--- src/rtl/prefix_sequencer.sv ---
// 8086 prefix stripper: consumes segment/LOCK/REP prefix bytes, emits the first opcode to the decoder.
// Optional macro PREFIX_LIMIT_EN adds a sticky prefix_overflow flag once prefix_count is saturated.
module prefix_sequencer #(
    parameter int MAX_PREFIXES = 4,
    parameter int CNT_W        = 3
) (
    input  logic             clk,
    input  logic             reset,
    input  logic [7:0]       fifo_rd_data,
    input  logic             fifo_valid,
    output logic             fifo_rd_en,
    input  logic             flush,
    input  logic             next_instruction,
    output logic [7:0]       opcode,
    output logic             opcode_valid,
    input  logic             opcode_ready,
    output logic             seg_override,
    output logic [1:0]       seg_override_sr,
    output logic [1:0]       rep,
    output logic             lock,
    output logic [CNT_W-1:0] prefix_count
`ifdef PREFIX_LIMIT_EN
    ,
    output logic             prefix_overflow
`endif
);

    typedef enum logic [1:0] {
        COLLECT = 2'd0,
        HOLD    = 2'd1,
        EXEC    = 2'd2
    } state_t;

    state_t           state_reg, state_next;
    logic [7:0]       opcode_reg, opcode_next;
    logic             valid_reg, valid_next;
    logic             seg_reg, seg_next;
    logic [1:0]       sr_reg, sr_next;
    logic [1:0]       rep_reg, rep_next;
    logic             lock_reg, lock_next;
    logic [CNT_W-1:0] count_reg, count_next;

    logic             is_seg, is_lock, is_rep, is_prefix;
    logic             count_at_max;
    logic [CNT_W-1:0] count_inc;

    // Segment prefixes are 001x x110; the xx field is the segment register number.
    assign is_seg       = (fifo_rd_data & 8'hE7) == 8'h26;
    assign is_lock      = fifo_rd_data == 8'hF0;
    assign is_rep       = (fifo_rd_data & 8'hFE) == 8'hF2;
    assign is_prefix    = is_seg | is_lock | is_rep;
    assign count_at_max = count_reg == CNT_W'(MAX_PREFIXES);
    assign count_inc    = count_at_max ? count_reg : count_reg + 1'b1;

`ifdef PREFIX_LIMIT_EN
    logic ovf_reg, ovf_next;
    assign prefix_overflow = ovf_reg;
`endif

    always_comb begin
        state_next  = state_reg;
        opcode_next = opcode_reg;
        valid_next  = valid_reg;
        seg_next    = 1'b0;
        sr_next     = sr_reg;
        rep_next    = rep_reg;
        lock_next   = lock_reg;
        count_next  = count_reg;
`ifdef PREFIX_LIMIT_EN
        ovf_next    = ovf_reg;
`endif
        fifo_rd_en  = 1'b0;

        case (state_reg)
            COLLECT: begin
                fifo_rd_en = fifo_valid & ~flush;
                if (fifo_rd_en) begin
                    if (is_prefix) begin
                        count_next = count_inc;
`ifdef PREFIX_LIMIT_EN
                        ovf_next = ovf_reg | count_at_max;
`endif
                    end
                    if (is_seg) begin
                        seg_next = 1'b1;
                        sr_next  = fifo_rd_data[4:3];
                    end else if (is_lock) begin
                        lock_next = 1'b1;
                    end else if (is_rep) begin
                        rep_next = {1'b1, fifo_rd_data[0]};
                    end else begin
                        opcode_next = fifo_rd_data;
                        valid_next  = 1'b1;
                        state_next  = HOLD;
                    end
                end
            end
            HOLD: begin
                if (opcode_ready) begin
                    valid_next = 1'b0;
                    state_next = EXEC;
                end
            end
            EXEC: begin
                if (next_instruction) begin
                    rep_next   = 2'b00;
                    lock_next  = 1'b0;
                    count_next = '0;
`ifdef PREFIX_LIMIT_EN
                    ovf_next   = 1'b0;
`endif
                    state_next = COLLECT;
                end
            end
            default: state_next = COLLECT;
        endcase

        // Flush overrides everything above, including a simultaneous retire.
        if (flush) begin
            state_next = COLLECT;
            valid_next = 1'b0;
            seg_next   = 1'b0;
            rep_next   = 2'b00;
            lock_next  = 1'b0;
            count_next = '0;
`ifdef PREFIX_LIMIT_EN
            ovf_next   = 1'b0;
`endif
        end
    end

    always_ff @(posedge clk) begin
        if (reset) begin
            state_reg  <= COLLECT;
            opcode_reg <= 8'h00;
            valid_reg  <= 1'b0;
            seg_reg    <= 1'b0;
            sr_reg     <= 2'b00;
            rep_reg    <= 2'b00;
            lock_reg   <= 1'b0;
            count_reg  <= '0;
`ifdef PREFIX_LIMIT_EN
            ovf_reg    <= 1'b0;
`endif
        end else begin
            state_reg  <= state_next;
            opcode_reg <= opcode_next;
            valid_reg  <= valid_next;
            seg_reg    <= seg_next;
            sr_reg     <= sr_next;
            rep_reg    <= rep_next;
            lock_reg   <= lock_next;
            count_reg  <= count_next;
`ifdef PREFIX_LIMIT_EN
            ovf_reg    <= ovf_next;
`endif
        end
    end

    assign opcode          = opcode_reg;
    assign opcode_valid    = valid_reg;
    assign seg_override    = seg_reg;
    assign seg_override_sr = sr_reg;
    assign rep             = rep_reg;
    assign lock            = lock_reg;
    assign prefix_count    = count_reg;

endmodule

--- config.mk ---
export PLATFORM = sky130hd
export DESIGN_NAME = prefix_sequencer
export DESIGN_NICKNAME = d
export VERILOG_FILES = /design/src/rtl/prefix_sequencer.sv
export SDC_FILE = /design/constraint.sdc
export NUM_CORES = 1
export LEC_CHECK = 0
export ABC_AREA = 1
export BUFFER_PORTS_ARGS = -buffer_cell sky130_fd_sc_hd__buf_2
export CAP_MARGIN = 20
export CORE_MARGIN = 2
export CORE_UTILIZATION = 41
export CTS_CLUSTER_DIAMETER = 60
export DETAILED_ROUTE_END_ITERATION = 6
export GPL_ROUTABILITY_DRIVEN = 0
export PLACE_DENSITY = 0.67
export SLEW_MARGIN = 20
export SYNTH_ARGS = -nofsm -noshare
export SYNTH_HDL_FRONTEND = slang
export SYNTH_SLANG_ARGS = --single-unit
--- constraint.sdc ---
create_clock -name clk -period 1.6 [get_ports clk]
set_input_delay 0.08 -clock clk [delete_from_list [all_inputs] [get_ports clk]]
set_output_delay 0.08 -clock clk [all_outputs]
set_load 0.02 [all_outputs]
Word-level counts from Yosys, hierarchy flattened
Cells that the tools add are included.

storage, ports and cells
  output and inout port bits = 19
  register bits after elaboration = 20
  word-level logic and storage cells = 76

cells by class
  eq/ne operators = 16
  mux-type cells = 30
  add/subtract/negate cells = 1
  reduce and logical (&&, ||, !) cells = 12
  bitwise gates (word level) = 9

operators by type and width
  kind                 number
  $mux 2               10
  $ne 2x2->1 const B   10
  $reduce_and 6->1     3
  $reduce_and 5->1     3
  $mux 3               4
  $mux 1               11
  $eq 8x8->1 const B   1
  $eq 7x7->1 const B   1
  $eq 6x4->1 const B   1
  $not 1->1            6
  $pmux 2 s3           1
  $pmux 3 s2           1
  $pmux 1 s2           2
  $pmux 2 s2           1
  $reduce_bool 2->1    2
  $reduce_or 4->1      1
  $add 3x1->3 const B  1
  $eq 3x3->1 const B   1
  $reduce_and 3->1     1
  $eq 2x1->1 const B   1
  $eq 2x2->1 const B   1
  $logic_not 2->1      1
  $or 1x1->1           2
  $reduce_or 2->1      1
  $and 1x1->1          1

Depth between registers and ports, before layout
Gate-level depths: netlist of run 1.

  word-level depth = 6
  gate-level depth with buffers = 11
  gate-level depth less buffers = 11

Worst setup path after synthesis of run 1
No wires, ideal clock.

  path type = register to register
  start point = reg state_reg[0]
  end point = reg opcode_reg[2] (netlist: opcode[2])
  path slack = 334 ps
  required time = 1534 ps
  library setup time = 66 ps
  arrival time = 1200 ps
  clock period less this slack = 1266 ps
  stages on the path, launching flop included = 9
  path through = dfxtp_1 -> nor2_2 -> inv_2 -> nor2_4 -> inv_2 -> nor2_4 -> buf_8 -> o21ai_2 -> a21oi_2

between the ends
  cells in the longest elaborated chain, start to end = 2

ends and longest elaborated chain
  item                               line  source
  start, declared                    34    state_t state_reg, state_next;
  start signal, assigned             146   state_reg <= state_next;
  $logic_not 2->1                    74    case (state_reg)
  $reduce_and 5->1 (no source line)  -
  end signal, assigned               147   opcode_reg <= opcode_next;
  end, declared                      35    logic [7:0] opcode_reg, opcode_next;

Every way passes these cells.
A chain may end at the register's enable or synchronous reset.

Worst setup path in the final report of run 1
Same ends and word-level chain as after synthesis.

==> flow_summary.toml, run 1 <==
[route]
wl_per_cell_um = 11.0
vias_per_cell = 4.78
drtIter0Drc = 21
wirelength_um = 2200
firstDrtPassIters = 4
vias = 956
antenna_left = 0
drc_errors = 0

[floorplan]
rows = 17
start_util_pct = 43.7
die-area_mm2 = 0.00276
die_h_um = 52.5
coreArea_mm2 = 0.00221
die_x_um = 52.5
ios = 33

[sta]
drv_slew = 0
worst_slew_pin_slew_ns = 0.347
setup_viol_count_final = 0
fin_crit_sh_pct = 89.5
setup_tns_ns = 0
slew_headroom_pct = 76.7
fmax_ghz = 0.698
hold_viol = 0
min_period_ns = 1.43
rsz0062_at_grt = "no"
skew_ns = 0.0128

[worst_setup_path]
end_kind = "register"
ff2ff_setup_slack_ns = 0.17
cp-start-kind = "register"
critical_path_arrival_ns = 1.67
path_max_fanout = 10
cp.required_ns = 1.84
rr_worst_depth = 8
r2r_end = "opcode[2]$_SDFFE_PP0P_"
critPathKind = "reg -> reg"
timing.rr.start = "state_reg[0]$_SDFFE_PP0P_"

[placed_design]
port_buffers = 32
place_area_mm2 = 0.00115
dpl.hpwl_um = 1760

[clocking]
cts_buffers = 3
clk_pin_slew_ns = 0.12
postCtsSetupBuffers = 0
cts_root_buf = "clkbuf_4"
cts_max_path_buffers = 2
htree_levels = 1
cts_tree = "done"
clk_latency_ns = 0.31
cts_sinks = 20

[layout]
largest_reg_flops = 8
fin_nets = 189
syn_to_final_growth_pct = 24.2
final_area_mm2 = 0.00120
drive_above_1_share_pct = 29.1
antennaDiodeCount = 0

[grt]
antenna_found_initial = 0
overflow = 0
grt_max_degree = 12
grt_pass1_vias = 877
grt_usage_pct = 17.6
grt_pass1_wl_um = 3590

[synthesis]
yosysSeqAreaShare_pct = 41.5
synth_cell_types = 21
mappedNetlistArea_um2 = 966
synth_top_area_share_pct = 41.5
syn_inst = 135
yosysTopAreaCell = "dfxtp_1"
syn_nets = 151
yosysWarnings = 0
yosys_register_bits = 20
syn_area_per_cell_um2 = 7.16
synthTopCellsByArea = "dfxtp_1 41%, nand2_1 9.7%, nor2_1 8.9%"

[status]
outcome = "finished, final reports clean"

[hold_path]
worstHoldStart = "fifo_rd_data[0]"
min_path_type = "in -> reg"
worstHoldPathCells = 3
holdPathEnd = "opcode[0]$_SDFFE_PP0P_"

[run]
cap_violations = 0

[power]
vdd_drop_max_mv = 0.490
powerDensity_mw_per_mm2 = 808
leakagePower_uw = 0.000605
final cells by class:
class	instances	area, um^2
Sequential cell	20	400
Timing Repair Buffer	34	178
Multi-Input combinational cell	93	472
Tap cell	28	35.0
Fill cell	232	1010
Inverter	21	78.8
Clock buffer	4	36.3
through the flow:
stage / worst slack, ns / instances / hold slack [ns] / power [uW] / utilization, %
finish: 0.168 / 200 / 0.0400 / 969 / 54.2
global route: 0.0701 / 200 / 0.0387 / 1020 / 54.2
CTS: 0.167 / 200 / 0.0396 / 974 / 54.2
detailed placement: 0.207 / 195 / 0.277 / 677 / 52.1
global placement: 0.275 / 195 / 0.271 / 674 / 52.1
floorplan: 0.334 / 135 / 0.152 / 628 / -
where the power goes:
group	total, uW	leakage (uW)	internal, uW	switching (uW)
Clock	301	0.0000210	139	162
Sequential	524	0.000163	515	9.54
Combinational	144	0.000422	52.1	91.5
critical path, stage by stage (launching register included):
cell and delay, ns:
dfxtp_1 0.38, nor2_2 0.18, inv_2 0.09, nor2_4 0.09, inv_2 0.06, nor2_4 0.21
buf_4 0.19, o21ai_2 0.06, a21oi_2 0.10
per-layer routing:
metal,GRT usage [%],share of wire [%],vias up
li1,-,-,501
met1,21.3,45,419
met2,30.2,46,31
met3,2.86,6.3,5
met4,7.69,1.8,0
met5,0,0,-
cells in the final DEF (no fill, tap or decap):
cell type / n
o21ai_1: 4
xnor2_1: 1
nand4_1: 2
ha_1: 2
inv_2: 2
o21ai_2: 2
nand2_1: 25
a21oi_2: 2
nand3_2: 1
buf_2: 32
dfxtp_1: 20
dlygate4sd3_1: 1
nor2_2: 3
o21bai_1: 1
buf_4: 1
nor2_1: 23
o21ai_0: 7
nand2_2: 1
nor2_4: 2
clkbuf_8: 1
inv_1: 19
clkbuf_4: 3
a21oi_1: 11
nand3b_1: 2
nand3_1: 4
kinds of logic (layout without fill, tap and decap cells):
family / after synthesis / after routing / synth area share, %
adders and majority gates: 2 / 2 / 2.59
buffers and inverters: 22 / 59 / 9.72
xor gates and xnor gates: 1 / 1 / 0.907
and+or+nand+nor: 63 / 63 / 29.5
DFF: 20 / 20 / 41.5
AOI/OAI and AO/OA: 27 / 27 / 15.8
how the worst max path moves through the flow:
stage | to | startpoint
after floorplan | opcode[2]$_SDFFE_PP0P_ | state_reg[0]$_SDFFE_PP0P_
after global placement | opcode[3]$_SDFFE_PP0P_ | state_reg[0]$_SDFFE_PP0P_
after detailed placement | opcode[2]$_SDFFE_PP0P_ | state_reg[0]$_SDFFE_PP0P_
after CTS | opcode[2]$_SDFFE_PP0P_ | state_reg[0]$_SDFFE_PP0P_
after global routing | rep[0]$_SDFFE_PP0P_ | state_reg[1]$_SDFFE_PP0P_
final | opcode[2]$_SDFFE_PP0P_ | state_reg[0]$_SDFFE_PP0P_
Yosys cell counts:
| cell | instances |
|---|---|
| o21ai_0 | 7 |
| nand3_1 | 4 |
| nor2_1 | 23 |
| xnor2_1 | 1 |
| nor2_4 | 2 |
| nand2_2 | 1 |
| o21ai_2 | 2 |
| inv_1 | 19 |
| dfxtp_1 | 20 |
| nor2_2 | 3 |
| nand4_1 | 2 |
| o21bai_1 | 1 |
| buf_8 | 1 |
| nand3_2 | 1 |
| a21oi_1 | 11 |
| nand3b_1 | 2 |
| inv_2 | 2 |
| nand2_1 | 25 |
| a21oi_2 | 2 |
| ha_1 | 2 |
| o21ai_1 | 4 |
what timing repair did:
| item | 4_1_cts | 5_1_grt |
|---|---|---|
| endpoints found under the hold margin | 1 | 0 |
| hold buffers | 1 | 0 |
| gates resized for setup | 0 | 0 |
Note: power is estimated with default switching activity, not from simulation.
==> run 2, diff against run 1 <==
--- a/config.mk
+++ b/config.mk
@@ -14,6 +14,7 @@
 export DETAILED_ROUTE_END_ITERATION = 6
 export GPL_ROUTABILITY_DRIVEN = 0
 export PLACE_DENSITY = 0.67
+export SETUP_SLACK_MARGIN = 0.4
 export SLEW_MARGIN = 20
 export SYNTH_ARGS = -nofsm -noshare
 export SYNTH_HDL_FRONTEND = slang
==> flow_summary.toml, run 2 (synthesis gave the netlist of run 1 again) <==
[status]
outcome = "finished, final reports clean"

[sta]
slew_headroom_pct = 75.2
min_period_ns = 1.28
fmax_ghz = 0.782
hold_viol = 0
worst_slew_pin_slew_ns = 0.371
skew_ns = 0.00470
rsz0062_at_grt = "yes"
drv_slew = 0
setup_tns_ns = 0
setup_viol_count_final = 0
fin_crit_sh_pct = 79.9

[worst_setup_path]
cp-start-kind = "register"
path_cells = "nor2_4 > inv_4 > nor2_4 > inv_2 > nor2_4 > buf_6 > o21ai_1 > a21oi_1"
critPathMaxStageDelay_ns = 0.37
ff2ff_setup_slack_ns = 0.32
path_max_fanout = 5
cp_common_cell = "nor2_4"
cp.required_ns = 1.85
slowest_stage = "dfxtp_2"
crit_family = "simple AND/OR/NAND/NOR gates"
critical_path_arrival_ns = 1.53
critPathKind = "reg -> reg"
cp_num_buf_inv = 3
r2r_end = "opcode[0]$_SDFFE_PP0P_"
rr_worst_depth = 8
timing.rr.start = "state_reg[1]$_SDFFE_PP0P_"
end_kind = "register"

[clocking]
htree_levels = 1
clk_pin_slew_ns = 0.12
cts_buffers = 3
cts_tree = "done"
cts_max_path_buffers = 2
cts_root_buf = "clkbuf_4"
cts_sinks = 20
clk_latency_ns = 0.31

[layout]
antennaDiodeCount = 0
multiInputGateArea_um2 = 528
nFillCells = 212
fin_nets = 199
drive_above_1_share_pct = 42.9
ff_latch_area_um2 = 408
layout_common_cells = "31 x buf_2, 23 x nand2_1, 22 x nor2_1, 16 x inv_1, 16 x dfxtp_1"
final_area_mm2 = 0.00135
largest_reg_flops = 8
final_common_cell = "buf_2"
syn_to_final_growth_pct = 40.2

[hold_path]
worstHoldPathCells = 3
worstHoldStart = "fifo_rd_data[5]"
holdPathEnd = "opcode[5]$_SDFFE_PP0P_"
min_path_type = "in -> reg"

[floorplan]
ios = 33
rows = 17
die_h_um = 52.5
coreArea_mm2 = 0.00221
die-area_mm2 = 0.00276
die_x_um = 52.5
start_util_pct = 43.7

[route]
drc_errors = 0
drtIter0Drc = 14
firstDrtPassIters = 4
wl_per_cell_um = 11.1
wirelength_um = 2340
vias_per_cell = 4.76
vias = 999
antenna_left = 0

[run]
cap_violations = 0

[power]
vdd_drop_max_mv = 0.562
leakagePower_uw = 0.000668
powerDensity_mw_per_mm2 = 739
power_uw = 1000

[grt]
antenna_found_initial = 0
overflow = 0
grt_usage_pct = 18.6
grt_max_degree = 12
grt_pass1_wl_um = 3740
grt_pass1_vias = 899

[placed_design]
port_buffers = 32
place_area_mm2 = 0.00116
dpl.hpwl_um = 1640
==> run 2: cell types whose count changed in the layout (fill, tap and decap cells not counted), moves of 3 or more <==
| cell | change |
|---|---|
| o21ai_2 | +4 |
| inv_1 | -3 |
| buf_4 | +9 |
| dfxtp_2 | +3 |
| o21ai_0 | -4 |
| dfxtp_1 | -4 |
==> run 2: worst max-delay path by stage <==
stage                                              end                    startpoint  depth (start not counted)
final                           opcode[0]$_SDFFE_PP0P_     state_reg[1]$_SDFFE_PP0P_                          8
after global placement          opcode[4]$_SDFFE_PP0P_     state_reg[0]$_SDFFE_PP0P_                          8
after CTS                       opcode[7]$_SDFFE_PP0P_     state_reg[0]$_SDFFE_PP0P_                          8
after detailed placement           rep[0]$_SDFFE_PP0P_     state_reg[1]$_SDFFE_PP0P_                          9
after global routing            opcode[4]$_SDFFE_PP0P_     state_reg[1]$_SDFFE_PP0P_                          8
after floorplan           prefix_count[0]$_SDFFE_PP0P_  prefix_count[1]$_SDFFE_PP0P_                          8
==> run 2: routing by layer <==
| layer | track usage (%) | up-vias | part of all wire (%) |
|---|---|---|---|
| li1 | - | 523 | - |
| met1 | 23.7 | 445 | 44 |
| met2 | 29.2 | 27 | 49 |
| met3 | 2.57 | 4 | 4.8 |
| met4 | 11.5 | 0 | 2.1 |
| met5 | 0 | - | 0 |
==> run 2: area by class of cell <==
class | count | share of cell area [%]
Multi-Input combinational cell | 93 | 39.0
Sequential cell | 20 | 30.1
Tap cell | 28 | 2.59
Clock buffer | 4 | 2.68
Timing Repair Buffer | 44 | 19.4
Inverter | 21 | 6.19
==> run 2: stage by stage <==
stage               setup slack [ns]  util, %  cells  hold slack (ns)
global route                   0.249     61.2    210           0.0287
detailed placement             0.300     52.5    195            0.279
CTS                            0.335     57.4    205           0.0215
finish                         0.321     61.2    210           0.0230
floorplan                      0.402        -    135            0.152
global placement               0.333     52.5    195            0.273
==> run 2: tightest hold or removal path, delay by kind of cell <==
family / cells / cell delay, ns
buf+inv: 1 / 0.11
simple gates: 2 / 0.12
==> run 2: timing repair <==
item / 4_1_cts / 5_1_grt
pin swaps: 4 / 5
setup endpoints to repair: 14 / 20
buffers inserted: 5 / 5
endpoints found under the hold margin: 1 / 0
hold buffers: 1 / 0
resized for setup: 10 / 16
==> run 2: report_power, final <==
group / leakage [uW] / switching [uW] / internal, uW
Sequential: 0.000165 / 11.3 / 514
Combinational: 0.000482 / 103 / 70.6
Clock: 0.0000210 / 164 / 139
